[config.mk]
export PLATFORM = sky130hd
export DESIGN_NAME = layer_sequencer_flat
export DESIGN_NICKNAME = d
export VERILOG_FILES = /design/src/rtl/layer_sequencer_if.sv /design/src/rtl/layer_sequencer.sv /design/src/flat_wrapper.sv
export SDC_FILE = /design/constraint.sdc
export NUM_CORES = 1
export LEC_CHECK = 0
export BUFFER_PORTS_ARGS = -buffer_cell sky130_fd_sc_hd__buf_2
export CORE_MARGIN = 2
export CORE_UTILIZATION = 56
export CTS_CLUSTER_SIZE = 20
export DETAILED_ROUTE_END_ITERATION = 12
export PLACE_DENSITY = 0.79
export SYNTH_ARGS = -nofsm -noshare
export SYNTH_HDL_FRONTEND = slang
export SYNTH_SLANG_ARGS = --single-unit
export TNS_END_PERCENT = 100
[constraint.sdc]
create_clock -name clock -period 3.2 [get_ports clock]
set_clock_uncertainty 0.1 [all_clocks]
set_input_delay 0 -clock clock [delete_from_list [all_inputs] [get_ports clock]]
set_output_delay 0 -clock clock [all_outputs]
set_load 0.01 [all_outputs]
[src/rtl/layer_sequencer_if.sv]
// Bus bundle between the layer sequencer (master) and the convolution datapath (slave).
// Carries the layer handshake inputs and every datapath strobe and address.
interface layer_sequencer_if #(
  parameter int ADDR_WIDTH_IA  = 11,
  parameter int WTS_ADDR_WIDTH = 6,
  parameter int RAM_ADDR_WIDTH = 5
);
  logic                      start;
  logic                      pool_en;
  logic [ADDR_WIDTH_IA-1:0]  base_ia;
  logic                      abort;
  logic                      pool_done;
  logic                      enable_wts_rom;
  logic [WTS_ADDR_WIDTH-1:0] wts_bram_addr;
  logic                      wts_rf_enable;
  logic                      addr_bram_enable;
  logic [ADDR_WIDTH_IA-1:0]  address_ia;
  logic                      addr_rf_enable;
  logic                      accumulator_reset;
  logic                      adder_enable;
  logic                      accumulator_enable;
  logic [RAM_ADDR_WIDTH-1:0] ram_address;
  logic                      ram_we;
  logic                      busy;
  logic                      done;

  modport master (
    input  start, pool_en, base_ia, abort, pool_done,
    output enable_wts_rom, wts_bram_addr, wts_rf_enable,
           addr_bram_enable, address_ia, addr_rf_enable,
           accumulator_reset, adder_enable, accumulator_enable,
           ram_address, ram_we, busy, done
  );

  modport slave (
    output start, pool_en, base_ia, abort, pool_done,
    input  enable_wts_rom, wts_bram_addr, wts_rf_enable,
           addr_bram_enable, address_ia, addr_rf_enable,
           accumulator_reset, adder_enable, accumulator_enable,
           ram_address, ram_we, busy, done
  );
endinterface

[src/rtl/layer_sequencer.sv]
// Per-layer control sequencer: walks output pixels, channels and taps, driving
// weight/activation fetches, MAC steps, optional pooling wait and output writes.
module layer_sequencer #(
  parameter int ADDR_WIDTH_IA  = 11,
  parameter int WTS_ADDR_WIDTH = 6,
  parameter int RAM_ADDR_WIDTH = 5,
  parameter int NUM_CH         = 4,
  parameter int TAPS           = 9,
  parameter int NUM_OUT        = 8
) (
  input logic               clock,
  input logic               reset,
  layer_sequencer_if.master bus
);
  localparam int T_W = (TAPS > 1) ? $clog2(TAPS) : 1;
  localparam int C_W = (NUM_CH > 1) ? $clog2(NUM_CH) : 1;
  localparam int O_W = RAM_ADDR_WIDTH;
  localparam logic [T_W-1:0] T_LAST = T_W'(TAPS - 1);
  localparam logic [C_W-1:0] C_LAST = C_W'(NUM_CH - 1);
  localparam logic [O_W-1:0] O_LAST = O_W'(NUM_OUT - 1);
  localparam logic [WTS_ADDR_WIDTH-1:0] W_TAPS = WTS_ADDR_WIDTH'(TAPS);

  typedef enum logic [3:0] {
    IDLE      = 4'd0,
    ACC_CLR   = 4'd1,
    LOAD      = 4'd2,
    FETCH     = 4'd3,
    DRAIN     = 4'd4,
    MAC       = 4'd5,
    POOL_WAIT = 4'd6,
    WRITE     = 4'd7,
    DONE      = 4'd8
  } state_t;

  state_t                   state_r, state_s;
  logic [T_W-1:0]           t_r, t_s;
  logic [C_W-1:0]           c_r, c_s;
  logic [O_W-1:0]           o_r, o_s;
  logic [ADDR_WIDTH_IA-1:0] ptr_r, ptr_s;
  logic                     pool_r, pool_s;

  logic                      en_wts_r, en_wts_s, wts_rf_r;
  logic [WTS_ADDR_WIDTH-1:0] wts_addr_r, wts_addr_s;
  logic                      en_addr_r, en_addr_s, addr_rf_r;
  logic [ADDR_WIDTH_IA-1:0]  address_r, address_s;
  logic                      acc_rst_r, acc_rst_s;
  logic                      mac_r, mac_s;
  logic [RAM_ADDR_WIDTH-1:0] ram_addr_r, ram_addr_s;
  logic                      ram_we_r, ram_we_s;
  logic                      busy_r, busy_s;
  logic                      done_r, done_s;

  // Next-state and counter update; abort overrides every state, including a start in IDLE.
  always_comb begin
    state_s = state_r;
    t_s     = t_r;
    c_s     = c_r;
    o_s     = o_r;
    ptr_s   = ptr_r;
    pool_s  = pool_r;
    if (bus.abort) begin
      state_s = IDLE;
      t_s     = '0;
      c_s     = '0;
      o_s     = '0;
    end else begin
      case (state_r)
        IDLE: begin
          if (bus.start) begin
            state_s = ACC_CLR;
            pool_s  = bus.pool_en;
            ptr_s   = bus.base_ia;
            t_s     = '0;
            c_s     = '0;
            o_s     = '0;
          end else begin
            state_s = IDLE;
          end
        end
        ACC_CLR: begin
          c_s     = '0;
          t_s     = '0;
          state_s = LOAD;
        end
        LOAD: begin
          if (t_r == T_LAST) begin
            t_s     = '0;
            state_s = FETCH;
          end else begin
            t_s = t_r + T_W'(1'b1);
          end
        end
        FETCH: begin
          // The activation pointer free-runs across pixels and wraps naturally.
          ptr_s = ptr_r + ADDR_WIDTH_IA'(1'b1);
          if (t_r == T_LAST) begin
            t_s     = '0;
            state_s = DRAIN;
          end else begin
            t_s = t_r + T_W'(1'b1);
          end
        end
        DRAIN: state_s = MAC;
        MAC: begin
          if (c_r < C_LAST) begin
            c_s     = c_r + C_W'(1'b1);
            state_s = LOAD;
          end else if (pool_r) begin
            state_s = POOL_WAIT;
          end else begin
            state_s = WRITE;
          end
        end
        POOL_WAIT: begin
          if (bus.pool_done) begin
            state_s = WRITE;
          end else begin
            state_s = POOL_WAIT;
          end
        end
        WRITE: begin
          if (o_r < O_LAST) begin
            o_s     = o_r + O_W'(1'b1);
            state_s = ACC_CLR;
          end else begin
            state_s = DONE;
          end
        end
        DONE: state_s = IDLE;
        default: begin
          state_s = IDLE;
          t_s     = '0;
          c_s     = '0;
          o_s     = '0;
        end
      endcase
    end
  end

  // Output values for the state about to be entered, so the registers line up with it.
  always_comb begin
    en_wts_s  = (state_s == LOAD);
    en_addr_s = (state_s == FETCH);
    acc_rst_s = (state_s == ACC_CLR);
    mac_s     = (state_s == MAC);
    ram_we_s  = (state_s == WRITE);
    busy_s    = (state_s != IDLE);
    done_s    = (state_s == DONE);
    if (state_s == LOAD) begin
      wts_addr_s = WTS_ADDR_WIDTH'(c_s) * W_TAPS + WTS_ADDR_WIDTH'(t_s);
    end else begin
      wts_addr_s = wts_addr_r;
    end
    if (state_s == FETCH) begin
      address_s = ptr_s;
    end else begin
      address_s = address_r;
    end
    if (state_s == WRITE) begin
      ram_addr_s = o_s;
    end else begin
      ram_addr_s = ram_addr_r;
    end
  end

  // State, loop counters, activation pointer and latched pooling mode.
  always_ff @(posedge clock or negedge reset) begin
    if (!reset) begin
      state_r <= IDLE;
      t_r     <= '0;
      c_r     <= '0;
      o_r     <= '0;
      ptr_r   <= '0;
      pool_r  <= 1'b0;
    end else begin
      state_r <= state_s;
      t_r     <= t_s;
      c_r     <= c_s;
      o_r     <= o_s;
      ptr_r   <= ptr_s;
      pool_r  <= pool_s;
    end
  end

  // Registered outputs; rf enables trail the BRAM enables by the one-cycle read latency.
  always_ff @(posedge clock or negedge reset) begin
    if (!reset) begin
      en_wts_r   <= 1'b0;
      wts_addr_r <= '0;
      wts_rf_r   <= 1'b0;
      en_addr_r  <= 1'b0;
      address_r  <= '0;
      addr_rf_r  <= 1'b0;
      acc_rst_r  <= 1'b0;
      mac_r      <= 1'b0;
      ram_addr_r <= '0;
      ram_we_r   <= 1'b0;
      busy_r     <= 1'b0;
      done_r     <= 1'b0;
    end else begin
      en_wts_r   <= en_wts_s;
      wts_addr_r <= wts_addr_s;
      wts_rf_r   <= bus.abort ? 1'b0 : en_wts_r;
      en_addr_r  <= en_addr_s;
      address_r  <= address_s;
      addr_rf_r  <= bus.abort ? 1'b0 : en_addr_r;
      acc_rst_r  <= acc_rst_s;
      mac_r      <= mac_s;
      ram_addr_r <= ram_addr_s;
      ram_we_r   <= ram_we_s;
      busy_r     <= busy_s;
      done_r     <= done_s;
    end
  end

  assign bus.enable_wts_rom     = en_wts_r;
  assign bus.wts_bram_addr      = wts_addr_r;
  assign bus.wts_rf_enable      = wts_rf_r;
  assign bus.addr_bram_enable   = en_addr_r;
  assign bus.address_ia         = address_r;
  assign bus.addr_rf_enable     = addr_rf_r;
  assign bus.accumulator_reset  = acc_rst_r;
  assign bus.adder_enable       = mac_r;
  assign bus.accumulator_enable = mac_r;
  assign bus.ram_address        = ram_addr_r;
  assign bus.ram_we             = ram_we_r;
  assign bus.busy               = busy_r;
  assign bus.done               = done_r;
endmodule

[src/flat_wrapper.sv]
// flat-port wrapper written by rule: the top's interface ports become plain ports
module layer_sequencer_flat 
#(
  parameter int ADDR_WIDTH_IA  = 11,
  parameter int WTS_ADDR_WIDTH = 6,
  parameter int RAM_ADDR_WIDTH = 5,
  parameter int NUM_CH         = 4,
  parameter int TAPS           = 9,
  parameter int NUM_OUT        = 8
)
  (clock, reset, bus_start, bus_pool_en, bus_base_ia, bus_abort, bus_pool_done, bus_enable_wts_rom, bus_wts_bram_addr, bus_wts_rf_enable, bus_addr_bram_enable, bus_address_ia, bus_addr_rf_enable, bus_accumulator_reset, bus_adder_enable, bus_accumulator_enable, bus_ram_address, bus_ram_we, bus_busy, bus_done);
  layer_sequencer_if #(.ADDR_WIDTH_IA(ADDR_WIDTH_IA), .WTS_ADDR_WIDTH(WTS_ADDR_WIDTH), .RAM_ADDR_WIDTH(RAM_ADDR_WIDTH)) bus_i ();
  input logic clock;
  input logic reset;
  input wire logic [$bits(bus_i.start)-1:0] bus_start;
  input wire logic [$bits(bus_i.pool_en)-1:0] bus_pool_en;
  input wire logic [$bits(bus_i.base_ia)-1:0] bus_base_ia;
  input wire logic [$bits(bus_i.abort)-1:0] bus_abort;
  input wire logic [$bits(bus_i.pool_done)-1:0] bus_pool_done;
  output wire logic [$bits(bus_i.enable_wts_rom)-1:0] bus_enable_wts_rom;
  output wire logic [$bits(bus_i.wts_bram_addr)-1:0] bus_wts_bram_addr;
  output wire logic [$bits(bus_i.wts_rf_enable)-1:0] bus_wts_rf_enable;
  output wire logic [$bits(bus_i.addr_bram_enable)-1:0] bus_addr_bram_enable;
  output wire logic [$bits(bus_i.address_ia)-1:0] bus_address_ia;
  output wire logic [$bits(bus_i.addr_rf_enable)-1:0] bus_addr_rf_enable;
  output wire logic [$bits(bus_i.accumulator_reset)-1:0] bus_accumulator_reset;
  output wire logic [$bits(bus_i.adder_enable)-1:0] bus_adder_enable;
  output wire logic [$bits(bus_i.accumulator_enable)-1:0] bus_accumulator_enable;
  output wire logic [$bits(bus_i.ram_address)-1:0] bus_ram_address;
  output wire logic [$bits(bus_i.ram_we)-1:0] bus_ram_we;
  output wire logic [$bits(bus_i.busy)-1:0] bus_busy;
  output wire logic [$bits(bus_i.done)-1:0] bus_done;
  assign bus_i.start = bus_start;
  assign bus_i.pool_en = bus_pool_en;
  assign bus_i.base_ia = bus_base_ia;
  assign bus_i.abort = bus_abort;
  assign bus_i.pool_done = bus_pool_done;
  assign bus_enable_wts_rom = bus_i.enable_wts_rom;
  assign bus_wts_bram_addr = bus_i.wts_bram_addr;
  assign bus_wts_rf_enable = bus_i.wts_rf_enable;
  assign bus_addr_bram_enable = bus_i.addr_bram_enable;
  assign bus_address_ia = bus_i.address_ia;
  assign bus_addr_rf_enable = bus_i.addr_rf_enable;
  assign bus_accumulator_reset = bus_i.accumulator_reset;
  assign bus_adder_enable = bus_i.adder_enable;
  assign bus_accumulator_enable = bus_i.accumulator_enable;
  assign bus_ram_address = bus_i.ram_address;
  assign bus_ram_we = bus_i.ram_we;
  assign bus_busy = bus_i.busy;
  assign bus_done = bus_i.done;
  layer_sequencer #(.ADDR_WIDTH_IA(ADDR_WIDTH_IA), .WTS_ADDR_WIDTH(WTS_ADDR_WIDTH), .RAM_ADDR_WIDTH(RAM_ADDR_WIDTH), .NUM_CH(NUM_CH), .TAPS(TAPS), .NUM_OUT(NUM_OUT)) u_core (.clock(clock), .reset(reset), .bus(bus_i));
endmodule
Yosys cells after proc, flatten, opt, wreduce, memory -nomap -nowiden
Index checks and enable logic that the tools add are counted.
- add/sub/neg operators: 5
- $mul: 1
- div/mod/pow operators: 0
- $lt $le $gt $ge: 2
- eq/ne operators: 15
- shift-type cells: 0
- muxes and demuxes: 26
- bitwise gates (word level): 1
- reduce and logical (&&, ||, !) cells: 7
- operators by type and width (kind ; count):
    2-to-1 mux 4 bit ; 8
    case mux 4 bit (8 select lines) ; 1
    equality test 4 x 3 -> 1 bit (second input constant) ; 6
    2-to-1 mux 11 bit ; 2
    case mux 11 bit (2 select lines) ; 1
    equality test 4 x 2 -> 1 bit (second input constant) ; 4
    2-to-1 mux 5 bit ; 3
    case mux 5 bit (3 select lines) ; 1
    equality test 4 bit (second input constant) ; 3
    case mux 4 bit (3 select lines) ; 1
    adder 11 x 1 -> 11 bit (second input constant) ; 1
    equality test 4 x 1 -> 1 bit (second input constant) ; 2
    OR reduction 7 bit ; 1
    adder 6 x 4 -> 6 bit ; 1
    multiplier 2 x 4 -> 6 bit (second input constant) ; 1
    2-to-1 mux 2 bit ; 3
    case mux 2 bit (3 select lines) ; 1
    OR reduction 6 bit ; 1
    adder 5 x 1 -> 5 bit (second input constant) ; 1
    less-than comparator 5 x 3 -> 1 bit (second input constant) ; 1
    2-to-1 mux 1 bit ; 5
    OR reduction 5 bit ; 1
    adder 4 x 1 -> 4 bit (second input constant) ; 1
    logical NOT 4 bit ; 1
    6 further kinds ; 6
- flip-flop bits (word level): 58
- latch bits: 0
- bits in writable memories: 0
- memory bits (read-only): 0
- input port bits: 17
- output and inout port bits: 32
- logic and storage cells: 75
- memories: 0

Longest topological paths before layout
- depth after elaboration: 6
- gate-level depth with buffers: 12
- gate-level depth less buffers: 12

Least setup slack after synthesis
OpenSTA, ideal clock, no wires.
- kind: reg2reg
- start: register u_core.state_r[1]
- end: register u_core.wts_addr_r[3], in the netlist u_core.bus.wts_bram_addr[3]
- library setup time: 125 ps
- arrival time: 2617 ps
- data required time: 2975 ps
- path slack: 359 ps
- cell stages (with the launch flop): 11
- buffers on the path: 2
- period minus slack after synthesis: 2841 ps
- cell sequence: dfrtp_1 -> buf_4 -> clkbuf_1 -> o41ai_1 -> a32oi_1 -> nor2_1 -> ha_1 -> ha_1 -> fa_1 -> xor2_1 -> mux2_2
- elaborated cells on any way between the ends: 23
- those cells by class: add/sub: 1; mul: 1; eq/ne: 9; mux: 8; reduce/logical: 4
- RTL lines (item ; RTL line ; text):
    start: declaration ; layer_sequencer.sv:35 ; state_t state_r, state_s;
    start signal: assignment ; layer_sequencer.sv:176 ; state_r <= state_s;
    equality test 4 bit, or another cell as far along ; layer_sequencer.sv:67 ; case (state_r)
    OR reduction 5 bit (no source line) / OR reduction 2 bit (equally long branches) ; -- ;
    case mux 4 bit (3 select lines) * ; layer_sequencer.sv:67 ;
    2-to-1 mux 4 bit * ; layer_sequencer.sv:61 ; if (bus.abort) begin
    named net u_core.t_s[1] ; layer_sequencer.sv:36 ; logic [T_W-1:0] t_r, t_s;
    adder 6 x 4 -> 6 bit * ; layer_sequencer.sv:150 ; wts_addr_s = WTS_ADDR_WIDTH'(c_s) * W_TAPS + WTS_ADDR_WIDTH'(t_s);
    end signal: assignment ; layer_sequencer.sv:202 ; wts_addr_r <= wts_addr_s;
    end: declaration ; layer_sequencer.sv:43 ; logic [WTS_ADDR_WIDTH-1:0] wts_addr_r, wts_addr_s;
The timed path passes the listed nets; every way through them passes the cells marked *.
A chain may end at the register's enable or synchronous reset.

Worst setup path in the final report
- start: register u_core.state_r[0]
- end: register u_core.wts_addr_r[3], in the netlist u_core.bus.wts_bram_addr[3]
- word-level cells in the longest chain between the ends: 6
- elaborated cells on any way between the ends: 23
- those cells by class: add/sub: 1; mul: 1; eq/ne: 9; mux: 8; reduce/logical: 4
- ends and longest elaborated chain (item ; RTL line ; text):
    equality test 4 bit, or another cell as far along ; layer_sequencer.sv:67 ;
    OR reduction 6 bit (no source line) ; -- ;
    case mux 2 bit (3 select lines) * ; layer_sequencer.sv:67 ;
    2-to-1 mux 2 bit * ; layer_sequencer.sv:61 ;
    named net u_core.c_s[1] ; layer_sequencer.sv:37 ; logic [C_W-1:0] c_r, c_s;
    multiplier 2 x 4 -> 6 bit * ; layer_sequencer.sv:150 ;
    adder 6 x 4 -> 6 bit * ; layer_sequencer.sv:150 ;
Marked as above.

==> results.sh <==
export IMPL_ant_nets=0
export IMPL_synth_xor_area_share_pct=1.74
export IMPL_syn_inst=274
export IMPL_rrSetupSlack_ps=310
export IMPL_p_leak_nw=1.89
export IMPL_routedWlPerCell_um=14.8
export IMPL_cts_sinks=58
export IMPL_post_route_period_util_pct=90.4
export IMPL_async_reset_ff_share_pct=100
export IMPL_h_tree_depth=3
export IMPL_relSlewSlack_pct=45.5
export IMPL_drcViolationCount=0
export IMPL_slowest_stage="dfrtp_1"
export IMPL_ys_seq_elements=58
export IMPL_firstDrtPassIters=4
export IMPL_startpoint_type="flip-flop"
export IMPL_endpoint_kind="flip-flop"
export IMPL_die_w_um=77.4
export IMPL_wirelength_um=6120
export IMPL_antenna_found_initial=0
export IMPL_p_per_area_mw_per_mm2=587
export IMPL_yosysWarnings=0
export IMPL_die_y_um=77.4
export IMPL_seqPwrFrac_pct=44.8
export IMPL_max_stage_delay_ps=650
export IMPL_cts_buffer_depth=2
export IMPL_post_route_min_period_ps=2890
export IMPL_power_switching_w=0.000606
export IMPL_routed_via_density=5.57
export IMPL_path_depth=8
export IMPL_grtUsageTotal_pct=22.3
export IMPL_tritoncts="done"
export IMPL_drt_initial_drc_count=105
export IMPL_fin_util_pct=70.9
export IMPL_syn_area_per_cell_um2=11.0
export IMPL_first_global_vias=2266
export IMPL_cts_root_buf="clkbuf_8"
export IMPL_clock_fmax_mhz=346
export IMPL_worstSkewPairLatency_ps=340
export IMPL_syn_nets=302
export IMPL_cp_max_fo=15
export IMPL_hold_slack_ps=30.8
export IMPL_grt_max_degree=39
export IMPL_num_rows=26
export IMPL_dieArea_mm2=0.00599
export IMPL_synth_simple_area_share_pct=18.5
export IMPL_p_clk_share_pct=32.0
export IMPL_synth_ff_type="dfrtp_1"
export IMPL_nets=367
export IMPL_area_growth_pct=20.7
export IMPL_slew_violations=0
export IMPL_crit_family="adder cells"
export IMPL_outcome="completed"
export IMPL_io_pins=49
export IMPL_final_cell_mix="58 x dfrtp_1, 48 x buf_2, 25 x nor2_1, 19 x a21oi_1, 15 x nand2_1"
export IMPL_cap_violations=0
export IMPL_arrival_ps=3010
export IMPL_ys_seq_area_share_pct=48.1
export IMPL_grt_pass1_wl_um=10500
export IMPL_synth_area_mm2=0.00302
export IMPL_crit_chain="and4bb_1 -> o21ai_0 -> a21oi_1 -> ha_1 -> ha_1 -> fa_1 -> xor2_1 -> mux2_2"
export IMPL_crit_buf_inv=0
export IMPL_synth_compound_area_share_pct=13.8
export IMPL_power_w=0.00214
export IMPL_rsz0062_at_grt="false"
export IMPL_report_final_hold_viol_count=0
export IMPL_diodes=0
export IMPL_final_layout_size_suffix_gt1_share_pct=29.4
export IMPL_setup_viol=0
export IMPL_ir_drop_uv=371
export IMPL_path_clk_slew_ps=60
export IMPL_overflow=0
export IMPL_comb_power_share_pct=23.2
export IMPL_tightest_slew_ps=817
export IMPL_design_core_area_mm2=0.00514
export IMPL_critPathMostFrequentCell="ha_1"
export IMPL_synth_top_family_by_area="simple AND/OR/NAND/NOR gates"
export IMPL_gp_congestion=0.826
export IMPL_synthMuxAreaShare_pct=9.66
export IMPL_hold_path_class="input port to flip-flop"
export IMPL_io_buffers=48
export IMPL_initial_core_util_pct=58.7
export IMPL_synth_distinct_cells=56
export IMPL_tns_ps=0
export IMPL_path_class="flip-flop to flip-flop"
export IMPL_vias=2300
export IMPL_layout_commonest_cell="dfrtp_1"
export IMPL_cts_buffers=9
export IMPL_yosys_area_share_adder_pct=4.81
export IMPL_hpwlAfterDp_um=4270
export IMPL_post_dp_cell_area_mm2=0.00331
export IMPL_intPower_w=0.00153
export IMPL_p_sw_share_pct=28.3
export IMPL_fin_area_mm2=0.00364
export IMPL_synth_edf_count=0
export IMPL_min_path_cells=4
export IMPL_postCtsSetupBuffers=0
export IMPL_r2r_cells=8
export IMPL_crit_required_ps=3320
[registers in the layout (all words and copies together) (netlist names)]
signal / count
u_core.bus.accumulator_enable: 1
u_core.bus.accumulator_reset: 1
u_core.bus.addr_bram_enable: 1
u_core.bus.addr_rf_enable: 1
u_core.bus.address_ia: 11
u_core.bus.busy: 1
u_core.bus.done: 1
u_core.bus.enable_wts_rom: 1
u_core.bus.ram_address: 5
u_core.bus.ram_we: 1
u_core.bus.wts_bram_addr: 6
u_core.bus.wts_rf_enable: 1
u_core.c_r: 2
u_core.o_r: 5
u_core.pool_r: 1
u_core.ptr_r: 11
u_core.state_r: 4
u_core.t_r: 4
[metrics by stage]
| stage | cells | setup slack (ps) |
|---|---|---|
| after floorplan | 274 | 359 |
| after global placement | 385 | 433 |
| after detailed placement | 385 | 325 |
| after CTS | 413 | 305 |
| after global routing | 413 | 108 |
| final | 413 | 308 |
[worst paths after layout]
path	startpoint	end
worst max-delay path	u_core.state_r[0]$_DFF_PN0_	u_core.bus.wts_bram_addr[3]$_DFFE_PN0P_
worst min-delay path	bus_base_ia[9]	u_core.ptr_r[9]$_DFF_PN0_
worst max register to register	u_core.state_r[0]$_DFF_PN0_	u_core.bus.wts_bram_addr[3]$_DFFE_PN0P_
worst min register to register	u_core.bus.enable_wts_rom$_DFF_PN0_	u_core.bus.wts_rf_enable$_DFF_PN0_
max in group asynchronous	reset	u_core.bus.accumulator_enable$_DFF_PN0_
min in group asynchronous	reset	u_core.bus.addr_bram_enable$_DFF_PN0_
[worst min-delay path: stages]
cell,delay [ps]
buf_2,90
a22oi_1,80
nor2_1,100
a221o_1,150
[per-layer routing]
metal	part of all wire, %	global-route usage (%)	vias up
met5	0	0	-
met4	1.9	12.1	0
met3	4.7	4.30	13
met2	48	35.8	60
met1	45	28.5	1107
li1	-	-	1120
[power by group through the flow]
stage / combinational [W] / sequential (W) / clock (W)
after global routing: 0.000544 / 0.000979 / 0.000727
final: 0.000496 / 0.000959 / 0.000685
after global placement: 0.000478 / 0.000963 / 0
after floorplan: 0.000299 / 0.000986 / 0
after detailed placement: 0.000485 / 0.000970 / 0
after CTS: 0.000501 / 0.000958 / 0.000700
[final cells by class]
cell class              count  area, um2
well taps                  70       87.6
flip-flops and latches     58       1450
clock inverters             2       35.0
repair buffers             66        408
multi-input cells         196       1460
inverters                   8       30.0
fillers                   394       1500
clock buffers              13        169
[cells in the mapped netlist, drive strengths merged, types with 3 or more instances]
cell | number | area (um2)
mux2 | 22 | 282
nand2 | 15 | 56.3
dfrtp | 58 | 1450
o2bb2ai | 3 | 26.3
nand2b | 5 | 31.3
a21o | 6 | 45.0
a21oi | 19 | 95.1
nor3b | 3 | 22.5
inv | 8 | 30.0
nor2 | 26 | 105
a221o | 4 | 40.0
o21ai | 14 | 73.8
xnor2 | 4 | 35.0
a22oi | 4 | 30.0
nor2b | 6 | 37.5
ha | 10 | 125
clkbuf | 4 | 15.0
nand3 | 10 | 60.1
nor3 | 7 | 57.6
buf | 8 | 58.8
and3 | 8 | 50.1
[logic make-up after synthesis]
| kind of cell | count (synthesis) |
|---|---|
| adder cells (fa/ha/maj) | 11 |
| multiplexers | 23 |
| XOR/XNOR | 6 |
| AND/OR/NAND/NOR | 94 |
| flip-flops | 58 |
| buffers and inverters | 20 |
| AO/OA/AOI/OAI | 62 |
[timing repair]
item                                    4_1_cts  5_1_grt
hold buffers                                 13        0
endpoints found under the setup margin        0        0
hold endpoints to repair                     52        0
resized for setup                             0        0
(Power assumes the default switching activity.)
